===== config.mk =====
export PLATFORM = sky130hd
export DESIGN_NAME = mmio_uart_tx
export DESIGN_NICKNAME = d
export VERILOG_FILES = /design/src/rtl/mmio_uart_tx.sv
export SDC_FILE = /design/constraint.sdc
export NUM_CORES = 1
export LEC_CHECK = 0
export CAP_MARGIN = 20
export CORE_ASPECT_RATIO = 0.9
export CORE_UTILIZATION = 30
export DETAILED_ROUTE_END_ITERATION = 8
export GPL_TIMING_DRIVEN = 0
export PLACE_DENSITY_LB_ADDON = 0.05
export SLEW_MARGIN = 20
export SYNTH_ARGS = -nofsm -noshare
export SYNTH_HDL_FRONTEND = slang
export SYNTH_SLANG_ARGS = --single-unit
export TNS_END_PERCENT = 10

===== constraint.sdc =====
create_clock -name clk -period 5.5 [get_ports clk]
set_clock_uncertainty 0.2 [all_clocks]
set_input_delay 1.1 -clock clk [delete_from_list [all_inputs] [get_ports clk]]
set_output_delay 1.1 -clock clk [all_outputs]
set_load 0.05 [all_outputs]

===== src/rtl/mmio_uart_tx.sv =====
// mmio_uart_tx
// Memory-mapped 8N1 UART transmitter sitting on the CPU data bus beside
// external memory. Byte writes to TXDATA are queued in a small FIFO and
// shifted out LSB first on tx. STATUS and BAUDDIV are readable through
// iodata, which the top level muxes onto memdata while ioSel is high.
//
// Register window (word addresses):
//   BASE_ADR+0  TXDATA   write: queue writedata[7:0]; read: 0
//   BASE_ADR+1  STATUS   read: {8'b0, count[3:0], ovr, busy, empty, full}
//                        write: writedata[3]=1 clears ovr
//   BASE_ADR+2  BAUDDIV  read/write: cycles per bit (0 and 1 load as 2)
//
// Ports:
//   clk          system clock, all state changes on the rising edge
//   rst          asynchronous active-low reset
//   memwrite     bus write strobe
//   memread      bus read strobe
//   adr          bus address
//   writedata    bus write data
//   iodata       read data, combinational, zero unless ioSel
//   ioSel        memread with adr inside the register window
//   tx           serial output, idle high, driven from a flop
//   dbg_state_o  current transmitter FSM state (debug visibility)
module mmio_uart_tx #(
    parameter logic [15:0] BASE_ADR  = 16'hFF00,
    parameter int          DEPTH     = 4,
    parameter logic [15:0] DIV_RESET = 16'd434
) (
    input  logic        clk,
    input  logic        rst,
    input  logic        memwrite,
    input  logic        memread,
    input  logic [15:0] adr,
    input  logic [15:0] writedata,
    output logic [15:0] iodata,
    output logic        ioSel,
    output logic        tx,
    output logic [1:0]  dbg_state_o
);

    localparam int         PW      = (DEPTH > 1) ? $clog2(DEPTH) : 1;
    localparam logic [4:0] DEPTH_C = 5'(DEPTH);

    localparam logic [15:0] ADR_TXDATA  = BASE_ADR;
    localparam logic [15:0] ADR_STATUS  = BASE_ADR + 16'd1;
    localparam logic [15:0] ADR_BAUDDIV = BASE_ADR + 16'd2;

    typedef enum logic [1:0] {
        S_IDLE  = 2'd0,
        S_START = 2'd1,
        S_DATA  = 2'd2,
        S_STOP  = 2'd3
    } state_t;

    // Address decode
    logic hit_tx, hit_st, hit_dv;
    assign hit_tx = (adr == ADR_TXDATA);
    assign hit_st = (adr == ADR_STATUS);
    assign hit_dv = (adr == ADR_BAUDDIV);

    // FIFO storage and bookkeeping
    logic [7:0]    mem_q [DEPTH];
    logic [PW-1:0] wr_ptr_q, rd_ptr_q;
    logic [4:0]    count_q;
    logic          fifo_empty, fifo_full;
    logic          push_req, push, pop;

    // Push/pop handshake: the bus side offers a byte with push_req (valid);
    // it is accepted only when the FIFO is not full as seen before the edge
    // (ready = !fifo_full), otherwise it is dropped and ovr is raised. The
    // FSM pops only when count is non-zero, so a byte written on this edge
    // is never bypassed straight into the shifter.
    assign fifo_empty = (count_q == 5'd0);
    assign fifo_full  = (count_q == DEPTH_C);
    assign push_req   = memwrite && hit_tx;
    assign push       = push_req && !fifo_full;

    // Other registers
    logic [15:0] div_q;
    logic        ovr_q;

    // Transmitter FSM registers
    state_t      state_q, state_d;
    logic [15:0] cnt_q, cnt_d;
    logic [2:0]  idx_q, idx_d;
    logic [7:0]  shift_q, shift_d;
    logic        tx_q, tx_d;

    logic bit_end;
    assign bit_end = (cnt_q == 16'd0);

    // Next-state logic. tx_d is the line level for the state being entered,
    // so the registered tx changes on the same edge as the state. The bit
    // counter is reloaded from div_q only when a new bit starts, which is
    // what lets a BAUDDIV write finish the current bit at the old period.
    always_comb begin
        state_d = state_q;
        cnt_d   = cnt_q;
        idx_d   = idx_q;
        shift_d = shift_q;
        tx_d    = tx_q;
        pop     = 1'b0;

        case (state_q)
            S_IDLE: begin
                tx_d = 1'b1;
                if (!fifo_empty) begin
                    pop     = 1'b1;
                    shift_d = mem_q[rd_ptr_q];
                    cnt_d   = div_q - 16'd1;
                    state_d = S_START;
                    tx_d    = 1'b0;
                end
            end
            S_START: begin
                if (bit_end) begin
                    state_d = S_DATA;
                    idx_d   = 3'd0;
                    cnt_d   = div_q - 16'd1;
                    tx_d    = shift_q[0];
                end else begin
                    cnt_d = cnt_q - 16'd1;
                end
            end
            S_DATA: begin
                if (bit_end) begin
                    cnt_d = div_q - 16'd1;
                    if (idx_q == 3'd7) begin
                        state_d = S_STOP;
                        tx_d    = 1'b1;
                    end else begin
                        idx_d   = idx_q + 3'd1;
                        shift_d = {1'b0, shift_q[7:1]};
                        tx_d    = shift_q[1];
                    end
                end else begin
                    cnt_d = cnt_q - 16'd1;
                end
            end
            S_STOP: begin
                if (bit_end) begin
                    if (!fifo_empty) begin
                        // Chain straight into the next start bit: no idle gap.
                        pop     = 1'b1;
                        shift_d = mem_q[rd_ptr_q];
                        cnt_d   = div_q - 16'd1;
                        state_d = S_START;
                        tx_d    = 1'b0;
                    end else begin
                        state_d = S_IDLE;
                        tx_d    = 1'b1;
                    end
                end else begin
                    cnt_d = cnt_q - 16'd1;
                end
            end
            default: begin
                state_d = S_IDLE;
                tx_d    = 1'b1;
            end
        endcase
    end

    always_ff @(posedge clk or negedge rst) begin
        if (!rst) begin
            state_q <= S_IDLE;
            cnt_q   <= 16'd0;
            idx_q   <= 3'd0;
            shift_q <= 8'd0;
            tx_q    <= 1'b1;
        end else begin
            state_q <= state_d;
            cnt_q   <= cnt_d;
            idx_q   <= idx_d;
            shift_q <= shift_d;
            tx_q    <= tx_d;
        end
    end

    // FIFO pointers, occupancy, sticky overrun and divisor
    always_ff @(posedge clk or negedge rst) begin
        if (!rst) begin
            wr_ptr_q <= '0;
            rd_ptr_q <= '0;
            count_q  <= 5'd0;
            ovr_q    <= 1'b0;
            div_q    <= DIV_RESET;
        end else begin
            if (push) begin
                wr_ptr_q <= wr_ptr_q + PW'(1);
            end
            if (pop) begin
                rd_ptr_q <= rd_ptr_q + PW'(1);
            end
            case ({push, pop})
                2'b10:   count_q <= count_q + 5'd1;
                2'b01:   count_q <= count_q - 5'd1;
                default: count_q <= count_q;
            endcase

            if (push_req && fifo_full) begin
                ovr_q <= 1'b1;
            end else if (memwrite && hit_st && writedata[3]) begin
                ovr_q <= 1'b0;
            end

            if (memwrite && hit_dv) begin
                div_q <= (writedata < 16'd2) ? 16'd2 : writedata;
            end
        end
    end

    // Storage needs no reset: contents are only visible through the pointers.
    always_ff @(posedge clk) begin
        if (push) begin
            mem_q[wr_ptr_q] <= writedata[7:0];
        end
    end

    // Read path
    logic busy;
    assign busy  = (state_q != S_IDLE);
    assign ioSel = memread && (hit_tx || hit_st || hit_dv);

    always_comb begin
        iodata = 16'd0;
        if (ioSel) begin
            if (hit_st) begin
                iodata = {8'd0, count_q[3:0], ovr_q, busy, fifo_empty, fifo_full};
            end else if (hit_dv) begin
                iodata = div_q;
            end
        end
    end

    assign tx          = tx_q;
    assign dbg_state_o = state_q;

endmodule


==> run summary <==
The proportion of synthesized chip area in sequential cells is a little under half. dfrtp_1 takes more of the synthesized area than any other cell. The depth of the CTS H-tree is 3. The number of search-and-repair iterations in the first detailed-routing pass is 4.

The post-detailed-route via-to-cell ratio is between 5 and 6. The die boundary height is 126 µm. The repair_antennas step left the layout with diodes totalling 0. The fraction of registers with async set or reset after synthesis came out at about 64%. After detailed routing, the average wire length per cell comes to between 15 and 20 µm. The synthesized-area fraction occupied by xor and xnor cells came out at approximately 4.4%. The final count of hold timing violations is 0.

The min-delay analysis places its worst path in the category register to register. The netlist area before placement came out at ~0.0051 mm². The area added between synthesis and finish is 21.7%.

The clock insertion delay at the later pin of the skew report is approximately 0.35 ns. The floorplan has 44 rows. The headroom to the max-slew limit is about 33%.

Counting every net in the synthesized netlist gives 530. The synthesized netlist devotes between 10% and 20% of its cell area to simple gates. Along the worst hold path, the cell count comes to 1. At the end of routability-driven placement, the weighted congestion stood at between 0.8 and 0.9. The via count of the first global-routing pass is 4045. The count of flip-flops with a built-in enable after synthesis is 32. The filler cell count in the final layout came out at 1622. Multiplexer cells account for between 10% and 20% of the synthesized area. Input and output buffers added on the ports amount to 55.

Among all flip-flop cells after synthesis, the most frequent one is dfrtp_1. The adder and majority cell fraction of the synthesized area is under 10%. The critical setup path kind is primary input to primary output. In this run the worst path has a maximum fanout of 10. The depth of the worst register-to-register path came out at 12. A synthesized cell averages ~11 µm². The count of unresolved DRC violations after routing is 0. Clock-pin slew was measured on the worst setup and hold paths at ~0.07 ns. The storage element area came out at between 0.002 and 0.0025 mm². The area fraction of the dominant cell type after synthesis is 24.4%. The critical path goes through clkdlybuf4s50_1 > or4_1 > or4_4 > buf_6 > nor3b_4 > clkbuf_2 > and3_1 > dlygate4sd2_1. The total overflow reported by the global router is 0. The number of clock buffers inserted by TritonCTS came out at 9. The worst-path cell with the longest stage delay is dlygate4sd2_1.

The flow ran to the end, and the final reports show no timing, DRC or antenna violations. The starting utilization of the core area is between 30% and 40%. Across all layers, the routed design uses between 3000 and 4000 vias. The maximum clock frequency is ~190 MHz. The cell total after placement is roughly 740.

The number of ports placed on the die boundary is 56. The worst setup path is captured at a primary output. After clock tree synthesis, the flow added hold-fix buffers numbering 0. In the layout the commonest cells are dfrtp_1, clkdlybuf4s50_1, edfxtp_1. Summed over all nets, the half-perimeter wirelength after detailed placement is around 10000 µm.

The share of layout cells above drive strength 1 is ~14%. The number of warning messages in the yosys log came out at 0. The static leakage power is approximately 2.6 nW. The time the worst path needs with I/O delays and setup is 5.34 ns.

In this design, the largest share of critical-path delay is due to simple AND/OR/NAND/NOR gates. From left edge to right edge, the die measures around 140 µm. The count of cell types in the netlist came out at ~60.

The critical path runs through a total of 8 cells. In this run the remaining antenna-violating nets after routing total 0. Setup total negative slack on the finished layout was measured at 0 ns. The worst setup path is launched from a primary input.

The actual slew at the worst max-slew pin came out at between 0.9 and 1 ns. The power per standard cell area came out at approximately 460 mW/mm². The combined global-route utilization of all metal layers came out at ~17%. The number of standard cells in the layout, taps in and fillers out is around 750. The number of antenna violations at the first check in global routing came to 0. The synthesized instance count came out at approximately 480. The CTS tree is yes. The highest ir drop seen on vdd is 0.176 mV. The footprint of the multi-input gates is approximately 0.0025 mm².

Setup repair after global routing left no endpoint under its margin. The area enclosed by the die boundary came out at 0.0176 mm². The global-route wire length before repair is 22600 µm.

The post-route clock period utilization is slightly below 100%. The post-synthesis register bit count came out at between 80 and 90. The largest incremental delay on the critical path came out at between 0.5 and 0.6 ns. The core area is approximately 0.016 mm². The data arrival time of the critical path is between 4 and 5 ns. Across the run, the number of max-cap violations was 0.

CTS saw slightly below 90 sinks. The final cell area excluding filler cells came out at 0.00623 mm². By area, the combinational part of the netlist is dominated by simple AND/OR/NAND/NOR gates. The number of buffer and inverter stages on the critical path is 4. The final net count is 597. The final setup violation count is 0. The pin count of the biggest net entering global routing is 36. By area the synthesized netlist is led by dfrtp_1, edfxtp_1, mux2_2. Overall power consumption after layout is estimated at roughly 2.9 mW. The root buffer cell chosen for the clock tree is clkbuf_16. The critical path data required time is 4.20 ns. The post-synthesis compound-gate area fraction came out at 12.3%. The total wirelength of the detailed-routed design is about 14000 µm.

The detailed router finished its first iteration with roughly 250 violations. No sink is reached through more buffers than the 2 on the longest clock path. The final-report max-slew violation count was 0.

The commonest non-fill, non-tap cell in the layout is dfrtp_1. The total cell area at the placement stage is between 0.005 and 0.006 mm².
worst register-to-register path: cells and delay by family (launching register included):
kind / cells / cell delay [ns]
AND/OR/NAND/NOR: 5 / 1.68
buffers and inverters: 2 / 0.70
adder cells (fa/ha/maj): 2 / 0.63
flip-flops: 1 / 0.46
AO/OA/AOI/OAI: 2 / 0.29
XOR/XNOR: 1 / 0.16
through the flow:
step | utilization, % | hold WS (ns) | worst slack, ns
2_1_floorplan | - | 0.243 | 0.578
3_3_place_gp | 36.2 | 0.283 | -0.483
3_5_place_dp | 36.3 | 0.291 | -0.440
4_1_cts | 38.0 | 0.306 | 0.0271
5_1_grt | 38.0 | 0.325 | 0.0190
6_report | 38.0 | 0.302 | 0.156
sequential cells by signal, summed over array words and instances (netlist names):
name and cells:
mem_q 32, cnt_q 16, div_q 16, shift_q 8, count_q 5, idx_q 3, dbg_state_o 2, rd_ptr_q 2
wr_ptr_q 2, ovr_q 1, tx 1
path summary, 6_finish.rpt:
| check | startpoint | endpoint | slack [ns] |
|---|---|---|---|
| max reg2reg | count_q[0] | count_q[4] | 1.33 |
| max | adr[3] | iodata[9] | 0.16 |
| min in group asynchronous | rst | cnt_q[10] | 0.45 |
| min reg2reg | count_q[4] | count_q[4] | 0.30 |
| min | count_q[4] | count_q[4] | 0.30 |
| max in group asynchronous | rst | div_q[7] | 4.08 |
synth_stat cells, types with 3 or more instances:
cell type / n
ha_1: 18
edfxtp_1: 32
mux4_2: 8
nor4_1: 11
nand4b_1: 3
o211ai_1: 6
or3_1: 9
a21oi_1: 18
xnor2_1: 13
a211oi_1: 3
o21ai_0: 21
mux2_2: 26
clkbuf_1: 20
nand4_1: 7
dfrtp_1: 50
a22oi_1: 10
or4_1: 5
mux2_4: 6
o31ai_1: 4
xor2_1: 13
nor3_1: 12
dfstp_2: 6
nor2b_1: 9
nor2_1: 30
nand2b_1: 4
inv_1: 27
o221ai_1: 6
nand3_1: 15
nand2_1: 28
and3_1: 11
a21o_1: 3
kinds of logic (layout without fill, tap and decap cells):
logic type | Yosys count | in the layout
AO/OA/AOI/OAI | 94 | 94
XOR/XNOR | 26 | 26
adder cells (fa/ha/maj) | 19 | 19
buffers and inverters | 50 | 122
flip-flops | 88 | 88
multiplexers | 42 | 42
AND/OR/NAND/NOR | 156 | 156
layout make-up:
class                           count  share of cell area [%]
Multi-Input combinational cell    337                    40.7
Timing Repair Buffer               56                    8.81
Tap cell                          207                    4.15
Buffer                             23                    1.91
Inverter                           27                    1.63
Clock buffer                       10                    3.67
Sequential cell                    88                    38.0
Clock inverter                      6                    1.08
what timing repair did:
| action | in CTS | in global routing |
|---|---|---|
| buffers inserted | 0 | 0 |
| gates resized for setup | 22 | 4 |
| endpoints found under the setup margin | 17 | 13 |
| hold endpoints to repair | 0 | 0 |
power breakdown:
group	total (mW)	switching (mW)	internal, mW
clock network	0.626	0.272	0.355
logic	1.30	0.732	0.568
registers	0.959	0.135	0.824
total	2.89	1.14	1.75
layer usage:
| metal | GRT usage, % | up-vias | part of all wire, % |
|---|---|---|---|
| met5 | 0 | - | 0 |
| met4 | 3.68 | 0 | 0.64 |
| met3 | 4.71 | 7 | 5.9 |
| met2 | 26.5 | 93 | 46 |
| met1 | 23.0 | 1909 | 48 |
| li1 | - | 1910 | - |
Note: power is estimated with default switching activity, not from simulation.
==> variant (same settings) <==
`DEPTH`: 4 -> 8.
--- a/src/rtl/mmio_uart_tx.sv
+++ b/src/rtl/mmio_uart_tx.sv
@@ -23,7 +23,7 @@
 //   dbg_state_o  current transmitter FSM state (debug visibility)
 module mmio_uart_tx #(
     parameter logic [15:0] BASE_ADR  = 16'hFF00,
-    parameter int          DEPTH     = 4,
+    parameter int          DEPTH     = 8,
     parameter logic [15:0] DIV_RESET = 16'd434
 ) (
     input  logic        clk,
Function: changed (Yosys sat finds a counterexample within 10 cycles, from zero or initial values and one cycle with rst low).
==> variant against the unedited design <==
- critical path depth did not move
- sequential cell count is 34 higher
- power is 36% higher
- wire length rose by 26%
- core utilization rose by 0.29 points
- worst setup slack lost 0.022 ns
- synthesized area up 26%
- design area increased by 29%
- global-route usage is 0.35 points higher
==> variant: results (changes against the unedited design) <==
non-clock buffer area fraction after layout 8.93% (-1.8 points); # clk buffers 18 (+8); Detailed Route Iter0 Violations 306 (+23%); worst vdd rail ir drop 0.184 mV (+4.9%); clock buffer count from CTS 17 (+8); FF-to-FF setup slack 1.02 ns (-0.31 ns); comb_multi_in 364 (+8.0%); syn nets 585 (+10%); seq_cells 122 (+39%); Signal buffers 89 (+13%); Seq/total area 42.1% (+4.1 points); biggest regs mem_q x64, cnt_q x16, div_q x16; CP arrival 4.07 ns (+0.03 ns); Top FF cell, synth edfxtp_1; Synth top cells by count 64 x edfxtp_1, 52 x dfrtp_1, 32 x nor2_1, 27 x nand2_1, 26 x o21ai_0; filler instances 2,027 (+25%); DR pass1 iterations 5 (+1); met1 GRT Util 24.7% (+1.7 points); Max-slew headroom 36.7% (+3.3 points); Seq/Total Area, Yosys 52.5% (+6.2 points); metal2 WL 7.78 mm (+22%); ys async rst share 47.5% (-16 points); area of the multi-input gates 2920 µm² (+15%); gpl congestion 0.852 (-4.7%); DRT met1 WL 8.98 mm (+34%); status complete, no violations; Leak Pwr 3.07 nW (+19%); largest net degree at the start of global routing 38 (+5.6%); GR met3 Demand/Resource 4.09% (-0.63 points); WL met3 717 µm (-14%); layout cells sized above 1 17.5% (+3.6 points); vias in the first global route 4,806 (+19%); first-pass GRT wire length 28.1 mm (+24%); Post-synth EDFFs 64 (+100%); Global Route met2 Usage 25.6% (-0.94 points); top post-synthesis cells by area edfxtp_1 30%, dfrtp_1 20%, mux4_2 5.6%, mux2_2 4.0%, ha_1 3.1%; R2R depth 13 (+1); synth unique cells 64 (+8.5%); clock-cell share of area 7.37% (+2.6 points)
[variant: cell count changes after synthesis, sizes merged, moves of 5 or more]
cell,before,now
o21ai,22,27
nand3,15,6
nor3,12,18
a31oi,2,7
mux4,8,16
mux2,32,27
mux2i,2,9
or4,6,12
inv,27,15
edfxtp,32,64
[variant: repair_timing]
action / CTS / global route
hold buffers: 0 / 0
setup endpoints to repair: 17 / 12
gates resized for setup: 21 / 8
[variant: logic make-up after synthesis]
logic type | after synthesis | share of synthesized area, %
simple gates | 162 | 14.5
flops | 122 | 52.5
compound gates | 109 | 11.4
mux | 52 | 11.9
buf+inv | 46 | 3.09
xor+xnor | 24 | 3.26
fa+ha+maj | 17 | 3.42
[variant: worst min path at each step]
stage / from / end / slack (ns) / cells after the start
after floorplan: count_q[4] / count_q[4] / 0.23 / 1
after global placement: count_q[4] / count_q[4] / 0.25 / 1
after detailed placement: count_q[4] / count_q[4] / 0.25 / 1
after CTS: count_q[4] / count_q[4] / 0.26 / 1
after global routing: count_q[4] / count_q[4] / 0.27 / 1
final: count_q[4] / count_q[4] / 0.26 / 1
[variant: through the flow]
step	instance area (µm²)	setup TNS (ns)	setup WS, ns	hold WS [ns]	cells
detailed placement	7420	-4.74	-0.458	0.253	876
global placement	7350	-12.67	-0.514	0.252	873
finish	8030	0	0.134	0.259	908
global route	8030	0	0.0414	0.268	908
floorplan	6440	0	0.574	0.233	532
CTS	8000	0	0.00458	0.260	908
[variant: critical path, delay by kind of cell]
family | cells | cell delay (ns)
simple gates | 4 | 1.66
buf+inv | 3 | 1.08
compound gates | 1 | 0.21
[variant: power breakdown]
part | internal [mW] | switching (mW) | total (mW)
Combinational | 0.657 | 0.923 | 1.58
Sequential | 1.10 | 0.125 | 1.23
Clock | 0.679 | 0.447 | 1.13
Total | 2.44 | 1.50 | 3.94
